<file path="src/rtl/nx_dot6_accum.sv">
// -----------------------------------------------------------------------------
// nx_dot6_accum
//
// Consumer-side companion to the 6-lane int8 dot-product unit. Each operand
// issue is tagged {valid, last}. The tag travels down a fixed-latency shift
// register that lines up with the dot unit's pipeline. When a valid tag reaches
// the tail, the 19-bit signed partial result is added into a wide accumulator.
// When the tail tag is also 'last', the finished vector sum and its chunk count
// are pushed into a small first-word-fall-through output FIFO.
//
// Issue is credit-gated. in_ready is asserted only while the FIFO occupancy
// plus the number of 'last' tags still in flight is below OUT_DEPTH. Every
// in-flight vector therefore has a FIFO slot reserved, and no result is
// dropped.
//
// Handshakes: a transfer happens on a rising clk edge when valid && ready are
// both high. Issue side: in_valid/in_ready, with in_last qualified by in_valid.
// Result side: out_valid/out_ready. in_ready and out_valid depend only on
// registered state (and on rst), never on in_valid or out_ready. A producer
// may therefore hold valid while it waits.
//
// Ports:
//   clk         clock
//   rst         asynchronous reset, active-high
//   in_valid    operands are issued to the dot unit this cycle
//   in_last     final chunk of the vector (qualified by in_valid)
//   in_ready    issue permitted this cycle
//   dot_result  signed dot6 output, sampled only when the tag tail is valid
//   out_valid   out_data/out_chunks hold a completed vector result
//   out_ready   downstream accepts the head result
//   out_data    signed accumulated dot product (ACC_W bits)
//   out_chunks  number of chunks summed into out_data (CNT_W bits)
// -----------------------------------------------------------------------------
module nx_dot6_accum #(
  parameter int DOT_LATENCY = 2,   // 1..8
  parameter int ACC_W       = 32,  // >= 19
  parameter int CNT_W       = 16,
  parameter int OUT_DEPTH   = 4    // power of two, >= 2
) (
  input  logic             clk,
  input  logic             rst,
  input  logic             in_valid,
  input  logic             in_last,
  output logic             in_ready,
  input  logic [18:0]      dot_result,
  output logic             out_valid,
  input  logic             out_ready,
  output logic [ACC_W-1:0] out_data,
  output logic [CNT_W-1:0] out_chunks
);

  // ---------------------------------------------------------------------------
  // Derived widths
  // ---------------------------------------------------------------------------
  localparam int PTR_W  = (OUT_DEPTH > 1) ? $clog2(OUT_DEPTH) : 1;
  localparam int FCNT_W = PTR_W + 1;
  // The credit sum can reach OUT_DEPTH + DOT_LATENCY, so leave headroom.
  localparam int CRED_W = $clog2(OUT_DEPTH + DOT_LATENCY + 1) + 1;

  // ---------------------------------------------------------------------------
  // Issue acceptance
  // ---------------------------------------------------------------------------
  logic acc_in;
  assign acc_in = in_valid && in_ready;

  // ---------------------------------------------------------------------------
  // Tag pipeline. It never stalls. Index 0 is the newest tag and index
  // DOT_LATENCY-1 is the tail. The tail lines up with the cycle in which
  // dot_result carries the matching partial product.
  // ---------------------------------------------------------------------------
  logic [DOT_LATENCY-1:0] tag_v;
  logic [DOT_LATENCY-1:0] tag_l;

  always_ff @(posedge clk or posedge rst) begin
    if (rst) begin
      tag_v <= '0;
      tag_l <= '0;
    end else begin
      tag_v[0] <= acc_in;
      tag_l[0] <= acc_in && in_last;
      for (int i = 1; i < DOT_LATENCY; i++) begin
        tag_v[i] <= tag_v[i-1];
        tag_l[i] <= tag_l[i-1];
      end
    end
  end

  logic tail_v;
  logic tail_last;
  assign tail_v    = tag_v[DOT_LATENCY-1];
  assign tail_last = tag_l[DOT_LATENCY-1];

  // ---------------------------------------------------------------------------
  // Accumulator and chunk counter
  // ---------------------------------------------------------------------------
  logic signed [ACC_W-1:0] acc;
  logic signed [ACC_W-1:0] dot_ext;
  logic signed [ACC_W-1:0] acc_sum;
  logic        [CNT_W-1:0] chunk_cnt;
  logic        [CNT_W-1:0] cnt_inc;

  // Size-casting a signed operand sign-extends it to the accumulator width.
  assign dot_ext = ACC_W'($signed(dot_result));
  assign acc_sum = acc + dot_ext;               // wraps at ACC_W
  assign cnt_inc = chunk_cnt + CNT_W'(1);       // wraps at 2^CNT_W

  logic push;
  assign push = tail_v && tail_last;

  always_ff @(posedge clk or posedge rst) begin
    if (rst) begin
      acc       <= '0;
      chunk_cnt <= '0;
    end else if (tail_v) begin
      if (tail_last) begin
        // The finished sum leaves through the FIFO push. Restart for the next
        // vector.
        acc       <= '0;
        chunk_cnt <= '0;
      end else begin
        acc       <= acc_sum;
        chunk_cnt <= cnt_inc;
      end
    end
  end

  // ---------------------------------------------------------------------------
  // Output FIFO (first-word-fall-through)
  // ---------------------------------------------------------------------------
  logic [ACC_W-1:0]  mem_data [OUT_DEPTH];
  logic [CNT_W-1:0]  mem_cnt  [OUT_DEPTH];
  logic [PTR_W-1:0]  wr_ptr;
  logic [PTR_W-1:0]  rd_ptr;
  logic [FCNT_W-1:0] fifo_count;
  logic              pop;

  assign out_valid  = (fifo_count != '0);
  assign pop        = out_valid && out_ready;
  assign out_data   = mem_data[rd_ptr];
  assign out_chunks = mem_cnt[rd_ptr];

  // Storage is cleared on reset so the head reads as zero while the FIFO is
  // empty after reset.
  always_ff @(posedge clk or posedge rst) begin
    if (rst) begin
      for (int i = 0; i < OUT_DEPTH; i++) begin
        mem_data[i] <= '0;
        mem_cnt[i]  <= '0;
      end
    end else if (push) begin
      mem_data[wr_ptr] <= acc_sum;
      mem_cnt[wr_ptr]  <= cnt_inc;
    end
  end

  // Pointers wrap naturally because OUT_DEPTH is a power of two.
  always_ff @(posedge clk or posedge rst) begin
    if (rst) begin
      wr_ptr     <= '0;
      rd_ptr     <= '0;
      fifo_count <= '0;
    end else begin
      if (push) begin
        wr_ptr <= wr_ptr + PTR_W'(1);
      end
      if (pop) begin
        rd_ptr <= rd_ptr + PTR_W'(1);
      end
      unique case ({push, pop})
        2'b10:   fifo_count <= fifo_count + FCNT_W'(1);
        2'b01:   fifo_count <= fifo_count - FCNT_W'(1);
        default: fifo_count <= fifo_count;  // idle, or push+pop together
      endcase
    end
  end

  // ---------------------------------------------------------------------------
  // Credits. Each 'last' tag in flight holds a reserved FIFO slot. This count
  // includes the tail tag, which is pushed at the coming edge. A push
  // therefore never targets a full FIFO. Non-last chunks consume no credit.
  // ---------------------------------------------------------------------------
  logic [CRED_W-1:0] inflight_last;
  logic [CRED_W-1:0] credits_used;

  always_comb begin
    inflight_last = '0;
    for (int i = 0; i < DOT_LATENCY; i++) begin
      inflight_last = inflight_last + CRED_W'(tag_l[i]);
    end
  end

  assign credits_used = CRED_W'(fifo_count) + inflight_last;
  assign in_ready     = !rst && (credits_used < CRED_W'(OUT_DEPTH));

endmodule

</file>
<file path="config.mk">
export PLATFORM = sky130hd
export DESIGN_NAME = nx_dot6_accum
export DESIGN_NICKNAME = d
export VERILOG_FILES = /design/src/rtl/nx_dot6_accum.sv
export SDC_FILE = /design/constraint.sdc
export NUM_CORES = 1
export LEC_CHECK = 0
export CAP_MARGIN = 30
export CELL_PAD_IN_SITES_DETAIL_PLACEMENT = 1
export CELL_PAD_IN_SITES_GLOBAL_PLACEMENT = 2
export CORE_ASPECT_RATIO = 0.9
export CORE_UTILIZATION = 45
export CTS_BUF_LIST = sky130_fd_sc_hd__clkbuf_4 sky130_fd_sc_hd__clkbuf_8 sky130_fd_sc_hd__clkbuf_16
export DETAILED_ROUTE_END_ITERATION = 6
export DONT_BUFFER_PORTS = 1
export GPL_ROUTABILITY_DRIVEN = 1
export HOLD_SLACK_MARGIN = 0.06
export PLACE_DENSITY = 0.83
export SLEW_MARGIN = 20
export SYNTH_ARGS = -nofsm -noshare
export SYNTH_HDL_FRONTEND = slang
export SYNTH_SLANG_ARGS = --single-unit
</file>
<file path="constraint.sdc">
create_clock -name clk -period 27.4 [get_ports clk]
set_input_delay 5.48 -clock clk [delete_from_list [all_inputs] [get_ports clk]]
set_output_delay 5.48 -clock clk [all_outputs]
set_load 0.01 [all_outputs]
</file>
# == After elaboration in Yosys (flattened, before gate mapping) ==
# Cells that the tools add are included.
# word_totals
out_inout_bits,50
reg_bits,251
elab_cells,55
# classes
bitwise_logic,2
eq_ne,2
n_addsub,8
n_reduce_logical,9
muxes,15
n_lt_le_gt_ge,4
# ops
cell,count
128-bit bitwise mux,1
32-bit two-way mux,4
32-bit binary-select mux with 2-bit select,1
64-bit bitwise mux,1
32-bit demux with 2-bit select,1
16-bit two-way mux,4
32-bit by 19-bit adder with 32-bit output,1
16-bit binary-select mux with 2-bit select,1
16-bit demux with 2-bit select,1
"16-bit by 1-bit adder with 16-bit output, second input constant",1
"3-bit >= comparator, second input constant",2
1-bit logical AND,6
2-bit NOT with 3-bit output,2
3-bit one-hot mux with 2 select lines,1
"2-bit by 1-bit adder with 2-bit output, second input constant",2
3-bit by 2-bit adder with 4-bit output,1
"4-bit by 3-bit less-than comparator with 1-bit output, second input constant",1
"3-bit by 1-bit adder with 3-bit output, second input constant",1
"3-bit by 1-bit less-than comparator with 1-bit output, second input constant",1
3-bit nonzero test,1
"3-bit by 1-bit subtractor with 3-bit output, second input constant",1
1-bit by 1-bit adder with 2-bit output,1
"2-bit by 1-bit equality test with 1-bit output, second input constant",1
"2-bit equality test, second input constant",1
other kinds (2),2

# == Logic depth before layout (Yosys ltp) ==
# depth
depth_word,6
ltp_mapped,9
mapped_depth_nobuf,9

# == Worst setup path before layout ==
# Ideal clock, no wire load.
# synth_timing
path_kind,in2out
startpoint,in rst
endpoint,out in_ready
path_stages,1
setup_slack_ns,16.088
arrival_ns,5.832
path_cell_list,nor3_1
# synth_via
elab_chain_cells,2
# synth_rtl
element,line_no,rtl
start: declaration,41,"input logic rst,"
1-bit logical NOT,193,assign in_ready = !rst && (credits_used < CRED_W'(OUT_DEPTH));
1-bit logical AND,193,
end: declaration,44,"output logic in_ready,"
# No other way between the ends.

# == Worst setup path after layout ==
# Ends and elaborated chain as after synthesis.

==> reports/results.ini <==
[worst_setup_path]
end_kind=primary output
cp_slowest_cell=nor3_1
cp_max_fo=3
crit_type=in -> out
crit_required_ns=21.92
cpPeakStageDelay_ns=0.40
path_buf_inv=0
worstSetupStartpointType=primary input
crit_path_cell_trace=nor3_1
worstPathArrival_ns=5.88
cp_top_family=simple AND/OR/NAND/NOR gates

[synthesis]
synth.distinct_cells=60
syn_inst=1124
synth-edff-count=0
synth_seq_cells=251
synth_area_um2=12100
avgSynthCellArea_um2=10.8
ys_seq_area_share_pct=51.7
syn_nets=1188
yosysWarningCount=0
synthArstFlopShare_pct=100
ys.flop_type=dfrtp_1

[clocking]
clock_latency_ns=0.56
clk_pin_slew_ns=0.06
cts_buffers=27
clkSinkCount=251
hold_buffers=0
clk_root_buffer_cell=clkbuf_16
cts_buffer_depth=3
cts_resized=0
htree_levels=1
cts_tree=yes
cts_setup_buffers=0

[place]
gp_congestion=0.789
placed_cells=1409
post-dp-hpwl_um=18900
numPortBuffers=0
post-place-ws_ns=16.04

[hold_path]
hp-class=reg -> reg

[global_route]
antenna_found_initial=0
grt_busiest_layer=met2
grtUsageMet2_pct=37.1
first_global_vias=8923
met1_usage_pct=32.7
grt_max_degree=110
grt_overflow=0
met3_usage_pct=3.75
grt_pass1_wl_um=50300
grtUsageTotal_pct=22.9

[final_layout]
layout-drive-gt1-share_pct=12.6
n_antenna_cell=0
syn_to_final_growth_pct=11.2
fin_nets=1158
final_cells=1462

[sta]
period_share_pct=41.5
hold_violations=0
tightest_slew_ns=0.799
relSlewSlack_pct=46.7
setup-violations-final=0
setup_ws_ns=16.04
fin_setup_tns_ns=0
whs_ns=0.361
drv_slew=0
rsz0062_at_grt=false
fin_worst_skew_ns=0.0149
post-route-min-period_ns=11.36
clock.fmax_mhz=88.0

[power_and_ir_drop]
power_frac_comb_pct=36.0
p_int_w=0.000860
p_leak_nw=5.93
netSwitchingFraction_pct=37.4
vdd_drop_max_mv=0.0545
power.switching_w=0.000515
pwr-share-clk_pct=27.9
powerDensity_nw_per_um2=102
finalPower_w=0.00137
p_seq_share_pct=36.1

[drt]
routedWlPerCell_um=20.5
drt_iter0_markers=391
drc_errors=0
route.vias.total=8428
drt_pass1_iterations=5
ant_nets=0
totalWireLength_um=30000
routed_via_density=5.76

[die]
die-height_um=158
ios=74
dieWidth_um=175
dieArea_um2=27600
rows=56
coreArea_um2=26300
start_util_pct=46.2

[flow_run]
maxCapViolCount=0

[status]
status=completed

-- sequential cells by signal (all words and copies together), names as in the netlist --
name,flops
mem_data,128
mem_cnt,64
acc,32
chunk_cnt,16
fifo_count,3
rd_ptr,2
tag_l,2
tag_v,2
wr_ptr,2
-- final timing paths --
check / startpoint / to / slack [ns] / cells after the start
max: rst / in_ready / 16.04 / 1
min: tag_v[0] / tag_v[1] / 0.36 / 0
max reg2reg: acc[0] / mem_data[62] / 24.17 / 9
min reg2reg: tag_v[0] / tag_v[1] / 0.36 / 0
max in group asynchronous: rst / mem_data[77] / 21.23 / 3
min in group asynchronous: rst / fifo_count[1] / 4.91 / 1
-- cells in the mapped netlist, drive strengths merged (13+ instances only) --
cell type / count / area share, %
a21oi: 35 / 1.5
mux2: 13 / 1.2
o2bb2ai: 43 / 3.1
xnor2: 23 / 1.7
xor2: 23 / 1.7
dfrtp: 251 / 52
mux4: 48 / 8.9
clkbuf: 63 / 1.9
inv: 20 / 0.62
nand2: 213 / 6.6
nor2: 26 / 0.80
o21ai: 190 / 7.8
nand3: 21 / 0.87
ha: 38 / 3.9
a21o: 13 / 0.80
-- final cells by class --
class	count	area, µm²
fillers	2772	12800
repair buffers	14	190
well taps	348	435
flip-flops and latches	251	6290
multi-input cells	779	5560
inverters	21	86.3
clock buffers	41	831
clock inverters	8	114
-- metal layers --
| metal | wire length, µm | vias to the layer above |
|---|---|---|
| li1 | - | 3966 |
| met3 | 1120 | 39 |
| met5 | 0 | - |
| met1 | 14500 | 4303 |
| met2 | 13800 | 120 |
| met4 | 539 | 0 |
-- layout by cell type, fill, tap and decap left out, types with 3 or more instances in the layout --
cell type,instances
buf_4,9
xor2_1,23
nor2_1,26
mux4_2,48
o21ai_0,184
nand3_1,17
nand4_1,6
o41ai_1,5
o211ai_1,6
clkbuf_16,27
a211oi_1,5
a41oi_1,3
a21oi_1,34
nand2b_1,5
mux2i_1,6
clkbuf_4,6
buf_16,3
and3_1,6
nor3_1,5
dfrtp_1,249
mux2_2,13
nand2_1,213
ha_1,38
nand3_4,4
o21a_1,3
o21bai_1,4
a21o_1,13
inv_1,19
o2bb2ai_1,43
o21ai_1,6
clkbuf_8,8
xnor2_1,23
-- power groups by stage --
stage / Combinational (W) / Clock (W) / Sequential [W]
6_report: 0.000495 / 0.000384 / 0.000496
4_1_cts: 0.000498 / 0.000392 / 0.000496
5_1_grt: 0.000556 / 0.000405 / 0.000506
3_5_place_dp: 0.000494 / 0 / 0.000501
3_3_place_gp: 0.000465 / 0 / 0.000513
2_1_floorplan: 0.000386 / 0 / 0.000472
-- metrics by stage --
stage | area [µm²] | util [%]
global route | 13500 | 51.4
detailed placement | 12500 | 47.4
finish | 13500 | 51.4
global placement | 12400 | 47.3
floorplan | 12100 | -
CTS | 13400 | 51.0
-- kinds of logic after synthesis --
logic type	share of synthesized area [%]
adders and majority gates	4.25
DFF	51.7
buffers and inverters	2.92
AOI/OAI and AO/OA	16.8
muxes	10.6
xor gates and xnor gates	3.50
and+or+nand+nor	10.2
Power figures use the tool's default switching activity.
